--- config.mk ---
export PLATFORM = sky130hd
export DESIGN_NAME = rojobot_sysreg_capture_flat
export DESIGN_NICKNAME = d
export VERILOG_FILES = /design/src/rtl/rojobot_pkg.sv /design/src/rtl/rojobot_sysreg_capture_if.sv /design/src/rtl/rojobot_edge_det.sv /design/src/rtl/rojobot_sysreg_capture.sv /design/src/flat_wrapper.sv
export SDC_FILE = /design/constraint.sdc
export NUM_CORES = 1
export LEC_CHECK = 0
export CAP_MARGIN = 30
export CORE_MARGIN = 2
export CORE_UTILIZATION = 50
export CTS_BUF_LIST = sky130_fd_sc_hd__clkbuf_2 sky130_fd_sc_hd__clkbuf_4 sky130_fd_sc_hd__clkbuf_8
export DETAILED_ROUTE_END_ITERATION = 10
export GPL_ROUTABILITY_DRIVEN = 0
export GPL_TIMING_DRIVEN = 1
export PLACE_DENSITY = 0.8
export SETUP_SLACK_MARGIN = 0.02
export SYNTH_ARGS = -nofsm -noshare
export SYNTH_HDL_FRONTEND = slang
export SYNTH_SLANG_ARGS = --single-unit
--- constraint.sdc ---
create_clock -name clk_in -period 2.4 [get_ports clk_in]
set_input_delay 0.36 -clock clk_in [delete_from_list [all_inputs] [get_ports clk_in]]
set_output_delay 0.36 -clock clk_in [all_outputs]
set_load 0.03 [all_outputs]
--- src/rtl/rojobot_pkg.sv ---
// Shared types and constants for the rojobot system-register capture block:
// FSM encoding, register byte width and snapshot field offsets.
package rojobot_pkg;

   localparam int unsigned REG_W       = 8;
   localparam int unsigned LOCX_LSB    = 24;
   localparam int unsigned LOCY_LSB    = 16;
   localparam int unsigned SENSORS_LSB = 8;
   localparam int unsigned BOTINFO_LSB = 0;

   // Plain 1-bit state constants keep the encoding visible to legacy tools
   typedef logic [0:0] state_t;
   localparam state_t ST_IDLE    = 1'b0;
   localparam state_t ST_PENDING = 1'b1;

   function automatic logic [7:0] sat_inc8(input logic [7:0] value);
      logic [7:0] result;
      if (value == 8'hFF) begin
         result = value;
      end else begin
         result = value + 8'h01;
      end
      return result;
   endfunction

endpackage

--- src/rtl/rojobot_sysreg_capture_if.sv ---
// Bus between the rojobot register source/consumer and the capture block.
// The slave modport is the capture block; master is the surrounding system.
interface rojobot_sysreg_capture_if;

   logic                               upd_sysregs;
   logic [rojobot_pkg::REG_W-1:0]      LocX_reg;
   logic [rojobot_pkg::REG_W-1:0]      LocY_reg;
   logic [rojobot_pkg::REG_W-1:0]      Sensors_reg;
   logic [rojobot_pkg::REG_W-1:0]      BotInfo_reg;
   logic                               io_ack;
   logic                               io_update;
   logic [4*rojobot_pkg::REG_W-1:0]    botinfo_out;
   logic                               moved;
   logic [7:0]                         overrun_cnt;
   logic                               stale;

   modport master (
      output upd_sysregs, LocX_reg, LocY_reg, Sensors_reg, BotInfo_reg, io_ack,
      input  io_update, botinfo_out, moved, overrun_cnt, stale
   );

   modport slave (
      input  upd_sysregs, LocX_reg, LocY_reg, Sensors_reg, BotInfo_reg, io_ack,
      output io_update, botinfo_out, moved, overrun_cnt, stale
   );

endinterface

--- src/rtl/rojobot_edge_det.sv ---
// Registered 1-bit rising-edge detector: flags the edge where the input is
// high and its registered copy is still low.
module rojobot_edge_det (
   input  logic clk_in,
   input  logic reset,
   input  logic strobe,
   output logic rise
);

   logic strobe_r;

   // Previous-edge copy of the strobe; cleared by reset so a level already
   // high at release still counts as a rising edge.
   always_ff @(posedge clk_in) begin
      if (reset) begin
         strobe_r <= 1'b0;
      end else begin
         strobe_r <= strobe;
      end
   end

   assign rise = strobe & ~strobe_r;

endmodule

--- src/rtl/rojobot_sysreg_capture.sv ---
// Snapshots the four rojobot system registers on each update strobe and holds
// them for a consumer, tracking movement, overruns and update staleness.
module rojobot_sysreg_capture
   import rojobot_pkg::*;
#(
   parameter logic [31:0] STALE_CYCLES = 32'd5_000_000
) (
   input  logic                     clk_in,
   input  logic                     reset,
   rojobot_sysreg_capture_if.slave  bus
);

   logic                 capture_s;
   state_t               state_r;
   state_t               state_nxt_s;
   logic [4*REG_W-1:0]   snap_r;
   logic [4*REG_W-1:0]   snap_new_s;
   logic                 moved_r;
   logic                 moved_nxt_s;
   logic [7:0]           overrun_r;
   logic                 overrun_inc_s;
   logic [31:0]          idle_r;
   logic [31:0]          idle_nxt_s;
   logic                 stale_r;

   rojobot_edge_det u_edge_det (
      .clk_in (clk_in),
      .reset  (reset),
      .strobe (bus.upd_sysregs),
      .rise   (capture_s)
   );

   // Next-state, snapshot and idle-counter computation
   always_comb begin
      snap_new_s = {bus.LocX_reg, bus.LocY_reg, bus.Sensors_reg, bus.BotInfo_reg};
      moved_nxt_s = (bus.LocX_reg != snap_r[LOCX_LSB +: REG_W]) ||
                    (bus.LocY_reg != snap_r[LOCY_LSB +: REG_W]);
      // An ack in the capture cycle consumes the old snapshot, so no overrun
      overrun_inc_s = (state_r == ST_PENDING) && capture_s && !bus.io_ack;

      if (capture_s) begin
         idle_nxt_s = 32'd0;
      end else if (idle_r == STALE_CYCLES) begin
         idle_nxt_s = idle_r;
      end else begin
         idle_nxt_s = idle_r + 32'd1;
      end

      case (state_r)
         ST_IDLE: begin
            if (capture_s) begin
               state_nxt_s = ST_PENDING;
            end else begin
               state_nxt_s = ST_IDLE;
            end
         end
         ST_PENDING: begin
            if (capture_s) begin
               state_nxt_s = ST_PENDING;
            end else if (bus.io_ack) begin
               state_nxt_s = ST_IDLE;
            end else begin
               state_nxt_s = ST_PENDING;
            end
         end
         default: begin
            state_nxt_s = ST_IDLE;
         end
      endcase
   end

   // State, snapshot and status registers
   always_ff @(posedge clk_in) begin
      if (reset) begin
         state_r   <= ST_IDLE;
         snap_r    <= 32'd0;
         moved_r   <= 1'b0;
         overrun_r <= 8'd0;
         idle_r    <= 32'd0;
         stale_r   <= 1'b0;
      end else begin
         state_r <= state_nxt_s;
         idle_r  <= idle_nxt_s;
         stale_r <= (idle_nxt_s == STALE_CYCLES) && !capture_s;
         if (capture_s) begin
            snap_r  <= snap_new_s;
            moved_r <= moved_nxt_s;
         end else begin
            snap_r  <= snap_r;
            moved_r <= moved_r;
         end
         if (overrun_inc_s) begin
            overrun_r <= sat_inc8(overrun_r);
         end else begin
            overrun_r <= overrun_r;
         end
      end
   end

   assign bus.io_update   = (state_r == ST_PENDING);
   assign bus.botinfo_out = snap_r;
   assign bus.moved       = moved_r;
   assign bus.overrun_cnt = overrun_r;
   assign bus.stale       = stale_r;

endmodule
--- src/flat_wrapper.sv ---
// flat-port wrapper written by rule: the top's interface ports become plain ports
module rojobot_sysreg_capture_flat import rojobot_pkg::*;
#(
   parameter logic [31:0] STALE_CYCLES = 32'd5_000_000
)
  (clk_in, reset, bus_upd_sysregs, bus_LocX_reg, bus_LocY_reg, bus_Sensors_reg, bus_BotInfo_reg, bus_io_ack, bus_io_update, bus_botinfo_out, bus_moved, bus_overrun_cnt, bus_stale);
  rojobot_sysreg_capture_if bus_i ();
  input  logic clk_in;
  input  logic reset;
  input wire logic [$bits(bus_i.upd_sysregs)-1:0] bus_upd_sysregs;
  input wire logic [$bits(bus_i.LocX_reg)-1:0] bus_LocX_reg;
  input wire logic [$bits(bus_i.LocY_reg)-1:0] bus_LocY_reg;
  input wire logic [$bits(bus_i.Sensors_reg)-1:0] bus_Sensors_reg;
  input wire logic [$bits(bus_i.BotInfo_reg)-1:0] bus_BotInfo_reg;
  input wire logic [$bits(bus_i.io_ack)-1:0] bus_io_ack;
  output wire logic [$bits(bus_i.io_update)-1:0] bus_io_update;
  output wire logic [$bits(bus_i.botinfo_out)-1:0] bus_botinfo_out;
  output wire logic [$bits(bus_i.moved)-1:0] bus_moved;
  output wire logic [$bits(bus_i.overrun_cnt)-1:0] bus_overrun_cnt;
  output wire logic [$bits(bus_i.stale)-1:0] bus_stale;
  assign bus_i.upd_sysregs = bus_upd_sysregs;
  assign bus_i.LocX_reg = bus_LocX_reg;
  assign bus_i.LocY_reg = bus_LocY_reg;
  assign bus_i.Sensors_reg = bus_Sensors_reg;
  assign bus_i.BotInfo_reg = bus_BotInfo_reg;
  assign bus_i.io_ack = bus_io_ack;
  assign bus_io_update = bus_i.io_update;
  assign bus_botinfo_out = bus_i.botinfo_out;
  assign bus_moved = bus_i.moved;
  assign bus_overrun_cnt = bus_i.overrun_cnt;
  assign bus_stale = bus_i.stale;
  rojobot_sysreg_capture #(.STALE_CYCLES(STALE_CYCLES)) u_core (.clk_in(clk_in), .reset(reset), .bus(bus_i));
endmodule
==> Word level (Yosys, flattened, before mapping) <==
Index checks and enable logic that the tools add are counted.
W data, S select, Z words.
{ "totals": {"memories": 0, "latch_bits": 0, "input_bits": 36, "wordCells": 31, "ff_bits": 76, "output_inout_bits": 43, "ram_bits": 0, "rom_bits": 0} }
{ "classes": {"mul": 0, "n_eq_ne": 5, "n_reduce_logical": 7, "n_bitwise": 4, "n_lt_le_gt_ge": 0, "add_sub_neg": 2, "muxes": 6, "n_shift": 0, "div": 0} }
{ "ops": {"columns": ["operator", "count"], "rows": [
  ["$eq A32 B23 Y1 const B", 2],
  ["$mux W32", 2],
  ["$add A32 B1 Y32 const B", 1],
  ["$ne A8 B8 Y1", 2],
  ["$add A8 B1 Y8 const B", 1],
  ["$eq A8 B8 Y1 const B", 1],
  ["$logic_and A1 B1 Y1", 3],
  ["$mux W1", 3],
  ["$not A1 Y1", 3],
  ["$logic_not A1 Y1", 2],
  ["$pmux W1 S2", 1],
  ["$reduce_and A2 Y1", 1],
  ["$and A1 B1 Y1", 1],
  ["$logic_or A1 B1 Y1", 1]
]} }

==> Logic depth before layout (Yosys ltp) <==
Gate-level depths: netlist of run 1.
{ "logic_depth": {"word_depth": 5, "mapped_depth": 9, "mapped_depth_nobuf": 9} }

==> Hierarchy <==
A second synthesis of run 1 with hierarchy kept.
{ "hier_totals": {"hier_cells": 410, "area_unflattened_um2": 3683.5} }
{ "modules_own_cells": {"columns": ["mod", "area_per_inst_um2", "instances", "cells_per_inst"], "rows": [
  ["rojobot_sysreg_capture", 3636.0, 1, 407],
  ["rojobot_edge_det", 47.5, 1, 3]
]} }

==> Worst setup path after synthesis of run 1 <==
No wires, ideal clock.
{ "synth_timing": {"path_type": "register -> register", "from": "register u_core.idle_r[1]", "to": "register u_core.stale_r, in the netlist u_core.bus.stale", "required_ns": 2.340, "setup_slack_ns": 0.162, "setup_ns": 0.060, "t_arrival_ns": 2.177, "path_stages_with_launch": 9, "path_cell_list": "dfxtp_1 > ha_1 > nand4_1 > or3_1 > nor4bb_1 > xnor2_1 > nand4_1 > nor4_1 > o2111a_1"} }
{ "synth_between": {"elab_chain_len": 5, "word_cells_on_any_way": 6, "classes_between": "add/sub (1); eq/ne (2); mux (2); reduce/logical (1)"} }
{ "synth_rtl": {"columns": ["item", "line", "source"], "rows": [
  ["from (decl)", "rojobot_sysreg_capture.sv:22", "logic [31:0] idle_r;"],
  ["from (signal assigned)", "rojobot_sysreg_capture.sv:83", "idle_r <= idle_nxt_s;"],
  ["$add A32 B1 Y32 / $eq A32 B23 Y1 (equally long branches)", "rojobot_sysreg_capture.sv:46, rojobot_sysreg_capture.sv:43", null],
  ["$mux W32 (*)", "rojobot_sysreg_capture.sv:43", "end else if (idle_r == STALE_CYCLES) begin"],
  ["$mux W32 (*)", "rojobot_sysreg_capture.sv:41", "if (capture_s) begin"],
  ["$eq A32 B23 Y1 (*)", "rojobot_sysreg_capture.sv:84", "stale_r <= (idle_nxt_s == STALE_CYCLES) && !capture_s;"],
  ["$logic_and A1 B1 Y1 (*)", "rojobot_sysreg_capture.sv:84", null],
  ["to (signal assigned)", "rojobot_sysreg_capture.sv:84", null],
  ["to (decl)", "rojobot_sysreg_capture.sv:24", "logic stale_r;"]
]} }
Every way passes the cells marked *; elsewhere a longest branch is shown, timed or not.
A chain may end at the register's enable or synchronous reset.

==> Final worst setup path of run 1 <==
{ "layout_timing": {"from": "register u_core.idle_r[4]", "to": "register u_core.stale_r, in the netlist u_core.bus.stale"} }
The elaborated chain is that of the path after synthesis.

==> results of run 1 <==
==> registers in the layout, summed over array words and instances (netlist names) <==
signal	cells
u_core.bus.moved	1
u_core.idle_r	32
u_core.bus.botinfo_out	32
u_core.u_edge_det.strobe_r	1
u_core.bus.stale	1
u_core.bus.overrun_cnt	8
u_core.bus.io_update	1
==> worst min path at each step <==
stage | from | to | slack [ns] | depth (start not counted)
2_1_floorplan | u_core.idle_r[8] | u_core.idle_r[8] | 0.48 | 2
3_3_place_gp | u_core.bus.botinfo_out[9] | u_core.bus.botinfo_out[9] | 0.44 | 2
3_5_place_dp | u_core.bus.botinfo_out[12] | u_core.bus.botinfo_out[12] | 0.45 | 2
4_1_cts | u_core.bus.botinfo_out[12] | u_core.bus.botinfo_out[12] | 0.46 | 2
5_1_grt | u_core.bus.botinfo_out[12] | u_core.bus.botinfo_out[12] | 0.48 | 2
6_report | u_core.bus.botinfo_out[12] | u_core.bus.botinfo_out[12] | 0.46 | 2
==> what timing repair did <==
action	CTS	global route
gates cloned	0	0
hold endpoints to repair	0	0
setup endpoints to repair	1	1
pin swaps	1	5
setup buffers	0	1
gates resized for setup	0	22
==> power by group <==
part	switching (mW)	total [mW]	internal (mW)	leakage [nW]
Clock	0.480	0.986	0.506	0.0983
Combinational	0.180	0.331	0.151	1.01
Sequential	0.0265	1.32	1.30	0.623
==> area by class of cell <==
cell class / count / area, µm²
Clock inverter: 6 / 63.8
Tap cell: 80 / 100
Timing Repair Buffer: 98 / 931
Fill cell: 536 / 2040
Sequential cell: 76 / 1530
Inverter: 5 / 18.8
Clock buffer: 10 / 138
Multi-Input combinational cell: 322 / 1930
==> synth_stat cells <==
master	count	area, µm²
a211oi_1	1	7.51
a21oi_1	41	205
a22oi_1	1	7.51
a31oi_1	1	6.26
and2_1	3	18.8
and3_1	6	37.5
and4_1	2	17.5
buf_1	4	15.0
buf_2	2	10.0
buf_4	1	7.51
clkbuf_1	12	45.0
dfxtp_1	76	1520
ha_1	3	37.5
inv_1	5	18.8
mux2_2	1	11.3
mux2i_1	2	20.0
nand2_1	77	289
nand2_2	2	12.5
nand2b_1	3	18.8
nand3_1	16	80.1
nand3_2	1	10.0
nand3b_1	1	7.51
nand4_1	14	87.6
nor2_1	40	150
nor2b_1	3	18.8
nor3_1	15	75.1
nor3_2	1	10.0
nor3_4	1	16.3
nor4_1	8	50.1
nor4_4	1	21.3
nor4b_1	3	26.3
nor4bb_1	2	20.0
o2111a_1	2	22.5
o211ai_1	2	15.0
o21a_1	1	7.51
o21ai_0	6	30.0
o21ba_2	1	10.0
o22ai_1	1	6.26
o31ai_1	1	7.51
or3_1	9	56.3
or3b_1	1	8.76
or4_1	1	7.51
xnor2_1	17	149
xor2_1	31	272
==> routing by layer <==
layer	part of all wire [%]	track usage [%]	vias up	routed length [µm]
met5	0	0	-	0
met2	49	38.3	100	4470
li1	-	-	1626	-
met4	2.0	8.95	0	177
met3	6.4	7.77	23	581
met1	42	30.3	1527	3810
==> cells by family (layout without fill, tap and decap cells) <==
logic type / after synthesis / count (layout) / synth area share [%]
fa+ha+maj: 3 / 3 / 1.08
flops: 76 / 76 / 43.8
compound gates: 58 / 58 / 9.37
simple gates: 210 / 210 / 29.9
mux: 3 / 3 / 0.901
buf+inv: 24 / 119 / 2.77
xor+xnor: 48 / 48 / 12.1
==> per-stage QoR <==
stage	total power [mW]	setup slack [ns]
detailed placement	1.68	0.0289
floorplan	1.52	0.162
finish	2.64	0.123
CTS	2.66	0.0514
global placement	1.67	0.140
global route	2.75	0.00776
==> critical path, cell delays in order (launching register included) <==
cell and delay (ns):
dfxtp_1 0.43, nand2_2 0.13, or4_1 0.65, nor3_2 0.26, and3_1 0.21, xnor2_1 0.16, o2111a_1 0.21, o2111a_1 0.18
==> summary.md, run 1 <==
| Metric | Value |
|---|---|
| Hold-fix buffers at CTS | 0 |
| FF-to-FF Start | u_core.idle_r[4] |
| Reg2reg end | u_core.bus.stale |
| Final setup fails | 0 |
| Final Skew | 0.00755 ns |
| Max FO, Critical Path | 5 |
| H-tree depth | 3 |
| Global-route wire length before repair | between 10 and 15 mm |
| YS warnings | 0 |
| Vias per cell | roughly 5.5 |
| Max cap viols | 0 |
| Syn Inst Count | 422 |
| Yosys cell types | between 40 and 50 |
| FF-to-FF path depth | 7 |
| Tmin final | 2.28 ns |
| R2R Setup Slk | 0.12 ns |
| Core area | between 0.006 and 0.007 mm² |
| Clock Path Buffers | 2 |
| Worst Setup End Kind | flop |
| WL/cell | 15.1 µm |
| CTS sink count | 76 |
| Global route overflow | 0 |
| Setup TNS | 0 ns |
| Final Cycle Share | 94.9% |
| Gr usage total | 24.0% |
| Final-report max-slew violation count | 0 |
| Chip Width | 87.3 µm |
| Initial antenna violation count | 0 |
| Status | finished clean |
| Unrepaired setup endpoints after global routing | false |
| IO Pins | 79 |
| Finished Layout Cells | 597 |
| Finished Cell Area | 0.00472 mm² |
| Seq/Total Area, Yosys | 43.8% |
| Final net count | about 550 |
| Flops & latches, synth | 76 |
| LEAKAGE | approximately 1.7 nW |
| Worst setup path end | u_core.bus.stale |
| Post-route DRC | 0 |
| Num CTS Buffers | 9 |
| Routed via count | between 3000 and 4000 |
| Die area | 0.00763 mm² |
| Cell Area, Synth | 0.00347 mm² |
| Crit path launch type | flop |
| Hold WS | between 0.4 and 0.5 ns |
| TritonCTS clock tree | yes |
| Final wirelength | 9.04 mm |
| Slew margin rel. | 69.8% |
| Share of layout cells above drive strength 1 | approximately an eighth |
| Synthesized Nets | 461 |
| Area grow syn2layout | 35.9% |
| Initial drt markers | 210 |
| Data arrival, critical path | 2.58 ns |
| CTS root buffer | clkbuf_8 |
| Setup Crit Path Kind | reg -> reg |
| Hold crit path type | reg -> reg |
| Worst setup path startpoint | u_core.idle_r[4] |
| Largest net degree at the start of global routing | 44 |
| Slew at the pin closest to its max-slew limit | 0.452 ns |
| Chip height | between 80 and 90 µm |
| Starting Density | 51.4% |
| VDD IR max | ~390 µV |
| DR pass1 iterations | 5 |
| ANT nets after route | 0 |
| CP Data Required Time | 2.70 ns |
| Row count | 30 |
| PortBufs | 78 |
| Pwr Density | ~560 mW/mm² |
| Hpwl dp | approximately 6.5 mm |
| Util after Layout | 69.9% |
| Most common cell after layout, fill and taps aside | clkdlybuf4s50_1 |
| Clock-pin slew on the worst setup and hold paths | 0.08 ns |
| Mean area per synthesized cell | 8.23 µm² |
| Final hold viol count | 0 |
| # diodes | 0 |
| Vias in the first global route | between 3000 and 4000 |
| Commonest cells after routing, fill and taps aside | clkdlybuf4s50_1, nand2_1, dfxtp_1 |
| FMAX | 439 MHz |
| Dpl cells | just under 600 |
| Later-pin clock latency in the skew report | 0.36 ns |
| DP Area | 0.00442 mm² |
Power figures use the tool's default switching activity.
==> inputs of run 2 (changes only) <==
--- a/constraint.sdc
+++ b/constraint.sdc
@@ -3,2 +3,2 @@
 set_output_delay 0.36 -clock clk_in [all_outputs]
-set_load 0.03 [all_outputs]
+set_load 0.02 [all_outputs]
==> results of run 2 <==
The final DEF is identical to that of run 1. Status: finished clean.
Among the figures that moved: total power 2.64 mW -> 2.61 mW; worst IR drop on VDD 390 µV -> 388 µV
==> inputs of run 3 (changes only) <==
Settings changed: TNS_END_PERCENT set to 100.
==> results of run 3 <==
The final DEF is identical to that of run 1. Status: finished clean.
Among the figures that moved: total power 2.64 mW -> 2.61 mW; worst IR drop on VDD 390 µV -> 388 µV
